### config.mk
export PLATFORM = sky130hd
export DESIGN_NAME = aoi_3_1
export DESIGN_NICKNAME = d
export VERILOG_FILES = /design/src/rtl/aoi_3_1.sv
export SDC_FILE = /design/constraint.sdc
export NUM_CORES = 1
export LEC_CHECK = 0
export ABC_AREA = 0
export BUFFER_PORTS_ARGS = -buffer_cell sky130_fd_sc_hd__buf_4
export CAP_MARGIN = 20
export CELL_PAD_IN_SITES_DETAIL_PLACEMENT = 0
export CELL_PAD_IN_SITES_GLOBAL_PLACEMENT = 2
export CORE_AREA = 2 2 46 48
export CTS_BUF_LIST = sky130_fd_sc_hd__clkbuf_4
export DETAILED_ROUTE_END_ITERATION = 10
export DIE_AREA = 0 0 48 50
export HOLD_SLACK_MARGIN = 0.06
export PLACE_DENSITY_LB_ADDON = 0.05
export SLEW_MARGIN = 40
export SYNTH_ARGS = -nofsm -noshare
export SYNTH_HDL_FRONTEND = slang
export SYNTH_SLANG_ARGS = --single-unit
### constraint.sdc
create_clock -name clk -period 1.3 [get_ports clk]
set_clock_uncertainty 0.15 [all_clocks]
set_input_delay 0.195 -clock clk [delete_from_list [all_inputs] [get_ports clk]]
set_output_delay 0.195 -clock clk [all_outputs]
set_load 0.005 [all_outputs]
### src/rtl/aoi_3_1.sv
// Registered 10-input AND-OR-INVERT gate, Y = ~(ABC + DEF + GHIJ), behind a
// two-stage valid-qualified pipeline that also exports the three AND terms.

package aoi_3_1_pkg;

  localparam int unsigned TERM_W = 3;

  typedef struct packed {
    logic a;
    logic b;
    logic c;
    logic d;
    logic e;
    logic f;
    logic g;
    logic h;
    logic i;
    logic j;
  } aoi_ops_t;

endpackage : aoi_3_1_pkg

module aoi_3_1
  import aoi_3_1_pkg::*;
(
  input  logic              clk,
  input  logic              rst_n,
  input  logic              in_valid,
  input  logic              A,
  input  logic              B,
  input  logic              C,
  input  logic              D,
  input  logic              E,
  input  logic              F,
  input  logic              G,
  input  logic              H,
  input  logic              I,
  input  logic              J,
  output logic              Y,
  output logic [TERM_W-1:0] terms,
  output logic              out_valid
);

  aoi_ops_t            ops_c;
  aoi_ops_t            s1_d;
  aoi_ops_t            s1_q;
  logic                v1_q;

  logic                t0_c;
  logic                t1_c;
  logic                t2_c;
  logic                y_d;
  logic                y_q;
  logic [TERM_W-1:0]   terms_d;
  logic [TERM_W-1:0]   terms_q;
  logic                out_valid_q;

  assign ops_c = {A, B, C, D, E, F, G, H, I, J};

  // Stage 1 operand capture: load on in_valid, otherwise hold
  always_comb begin
    s1_d = s1_q;
    if (in_valid) begin
      s1_d = ops_c;
    end
  end

  always_ff @(posedge clk or negedge rst_n) begin
    if (!rst_n) begin
      s1_q <= '0;
      v1_q <= 1'b0;
    end else begin
      s1_q <= s1_d;
      v1_q <= in_valid;
    end
  end

  // Stage 2 evaluation: terms and result update only for a valid stage-1 sample
  always_comb begin
    t0_c    = s1_q.a & s1_q.b & s1_q.c;
    t1_c    = s1_q.d & s1_q.e & s1_q.f;
    t2_c    = s1_q.g & s1_q.h & s1_q.i & s1_q.j;
    terms_d = terms_q;
    y_d     = y_q;
    if (v1_q) begin
      terms_d = {t2_c, t1_c, t0_c};
      y_d     = ~(t0_c | t1_c | t2_c);
    end
  end

  // Reset value Y=1 matches the gate output for all-zero operands
  always_ff @(posedge clk or negedge rst_n) begin
    if (!rst_n) begin
      y_q         <= 1'b1;
      terms_q     <= '0;
      out_valid_q <= 1'b0;
    end else begin
      y_q         <= y_d;
      terms_q     <= terms_d;
      out_valid_q <= v1_q;
    end
  end

  assign Y         = y_q;
  assign terms     = terms_q;
  assign out_valid = out_valid_q;

endmodule : aoi_3_1

==> results.toml <==
[sta]
hold_viol = 0
fmax_mhz = 791.0
final.setup.tns_ns = 0
setup_viol = 0
rsz0062_at_grt = "false"
period_share_pct = 97.25
slew_headroom_pct = 84.90
period_needed_ns = 1.264
tightestPinTransition_ns = 0.2265
slew_violations = 0
holdWs_ns = 0.1622

[routing]
wl_um = 1088
vias = 404
first_pass_iters = 3
vias_per_cell = 4.165
drc = 0
ant_nets = 0
drt-initial-drc-count = 2
avgRoutedWirePerCell_um = 11.22

[final_layout]
nNetsFinal = 84
final_common_cell = "buf_4"
areaGrowthSynthToFinish_pct = 46.00
mostFrequentLayoutCells = "buf_4, dfrtp_1, dlygate4sd3_1"
antenna_cells = 0
final_layout_size_suffix_gt1_share_pct = 45.71

[worst_setup_path]
startpoint_type = "input port"
path_buf_inv = 2
end_kind = "register"
crit_required_ns = 1.31
crit_type = "input port to register"
cp.arrival_ns = 1.27
rrSetupSlack_ns = 0.30
cp_max_fo = 11
crit_slowest_cell = "dlygate4sd3_1"
crit_family = "buffers and inverters"
cp_cell_sequence = "dlygate4sd3_1 -> buf_4 -> mux2_4"
slowest_delay_ns = 0.53

[power_and_ir_drop]
leakage_nw = 0.4590
p_comb_share_pct = 16.8
power_switching_share_pct = 20.96
pwr-share-seq_pct = 56.4
p_switching_mw = 0.2141
p_clk_share_pct = 26.8
intPower_mw = 0.8074
ir_drop_uv = 511.6
power.density_nw_per_um2 = 1090

[logic_synthesis]
synthesis.area_um2 = 641.9
ys_seq_area_share_pct = 62.57
syn_inst = 39
yosysTopAreaCellShare_pct = 58.48
yosysWarnings = 0
yosys.area.top_type = "dfrtp_1"
synthesis.nets = 52
synth_cell_types = 11
synth.area.top_cells = "dfrtp_1, mux2_4, mux2i_1, dfstp_2, buf_6"
ys_ff_latch = 16
syn_area_per_cell_um2 = 16.46

[placed_design]
routabilityCongestion = 0.6927
dp_hpwl_um = 803.2
portBuffers = 17

[clocking]
cts_tree = "done"
cts-resized-gates = 0
clock-root-buffer = "clkbuf_4"
clockBufferDepth = 2
htree_num_levels = 1
cts-buffers-inserted = 3
cts.sinks = 16
cts_setup_buffers = 0
insertion_delay_ns = 0.27
clk_pin_slew_ns = 0.09

[outcome]
status = "finished, final reports clean"

[floorplanning]
dieArea_um2 = 2400
die_x_um = 48
io_pins = 18
num_rows = 16
initial_utilization_pct = 33.75
core_um2 = 1902
die_h_um = 50

[grt]
grt_first_pass_wirelength_um = 1731
grt-ovfl-total = 0
track_usage_pct = 10.38
grt_max_degree = 17
antenna_found_initial = 0
grt_pass1_vias = 397

[job]
cap_violations = 0

[worst_hold_path]
hold_path_class = "input port to asynchronous set/reset pin"
-- state kept, by name (all words and copies together), names as in the netlist --
signal / cells
Y: 1
out_valid: 1
s1_q: 10
terms: 3
v1_q: 1
-- repair_timing --
item / in CTS / in global routing
hold buffers: 12 / 0
setup endpoints to repair: 0 / 0
endpoints found under the hold margin: 27 / 0
-- stage by stage --
stage	std cells	utilization, %	total power [mW]	instance area, µm²	worst slack [ns]
global placement	81	41.38	0.7226	787.0	0.3140
CTS	97	49.28	1.041	937.1	0.04010
floorplan	39	-	0.6602	641.9	0.3591
detailed placement	81	41.38	0.7315	787.0	0.2924
global route	97	49.28	1.085	937.1	0.01543
finish	97	49.28	1.021	937.1	0.03577
-- area by class of cell --
| type | instances | area [µm²] |
|---|---|---|
| inverter | 3 | 11.26 |
| tap | 27 | 33.78 |
| fill | 172 | 964.7 |
| timing repair buffer | 29 | 247.7 |
| clock buffer | 4 | 30.03 |
| multi-input combinational | 18 | 212.7 |
| sequential | 16 | 401.6 |
-- synthesized netlist by cell type, drive strengths merged --
library cell and n:
a41o 1, buf 1, clkbuf 1, dfrtp 15, dfstp 1, inv 3, mux2 10, mux2i 3
nand3 2, nand4 1, nor2b 1
-- path summary, 6_finish.rpt --
check,from,to,cells after the start
max reg2reg,s1_q[1],Y,2
min in group clk,s1_q[7],s1_q[7],1
max in group asynchronous,rst_n,Y,2
min,rst_n,out_valid,2
min reg2reg,s1_q[7],s1_q[7],1
max,in_valid,s1_q[9],3
-- worst register-to-register path: stages (launching register included) --
cell and delay (ns):
dfrtp_1 0.37, nand4_1 0.15, a41o_1 0.27
-- layer usage --
metal / wire length (µm) / vias to the layer above / global-route usage, %
met3: 63 / 0 / 4.762
li1: - / 197 / -
met4: 0 / 0 / 1.351
met2: 506 / 14 / 16.22
met5: 0 / - / 0
met1: 519 / 193 / 13.35
-- power by group through the flow --
stage | clock network (mW) | registers [mW] | logic (mW)
after floorplan | 0 | 0.577 | 0.0831
after global routing | 0.317 | 0.581 | 0.187
after global placement | 0 | 0.582 | 0.141
after detailed placement | 0 | 0.586 | 0.146
final | 0.274 | 0.576 | 0.172
after CTS | 0.290 | 0.576 | 0.175
-- kinds of logic after synthesis --
logic type             after synthesis  share of synthesized area, %
flip-flops                          16                         62.57
AO/OA/AOI/OAI                        1                         1.560
buffers and inverters                5                         4.288
multiplexers                        13                         28.07
AND/OR/NAND/NOR                      4                         3.510
No activity file was read; power rests on OpenSTA's default activity.
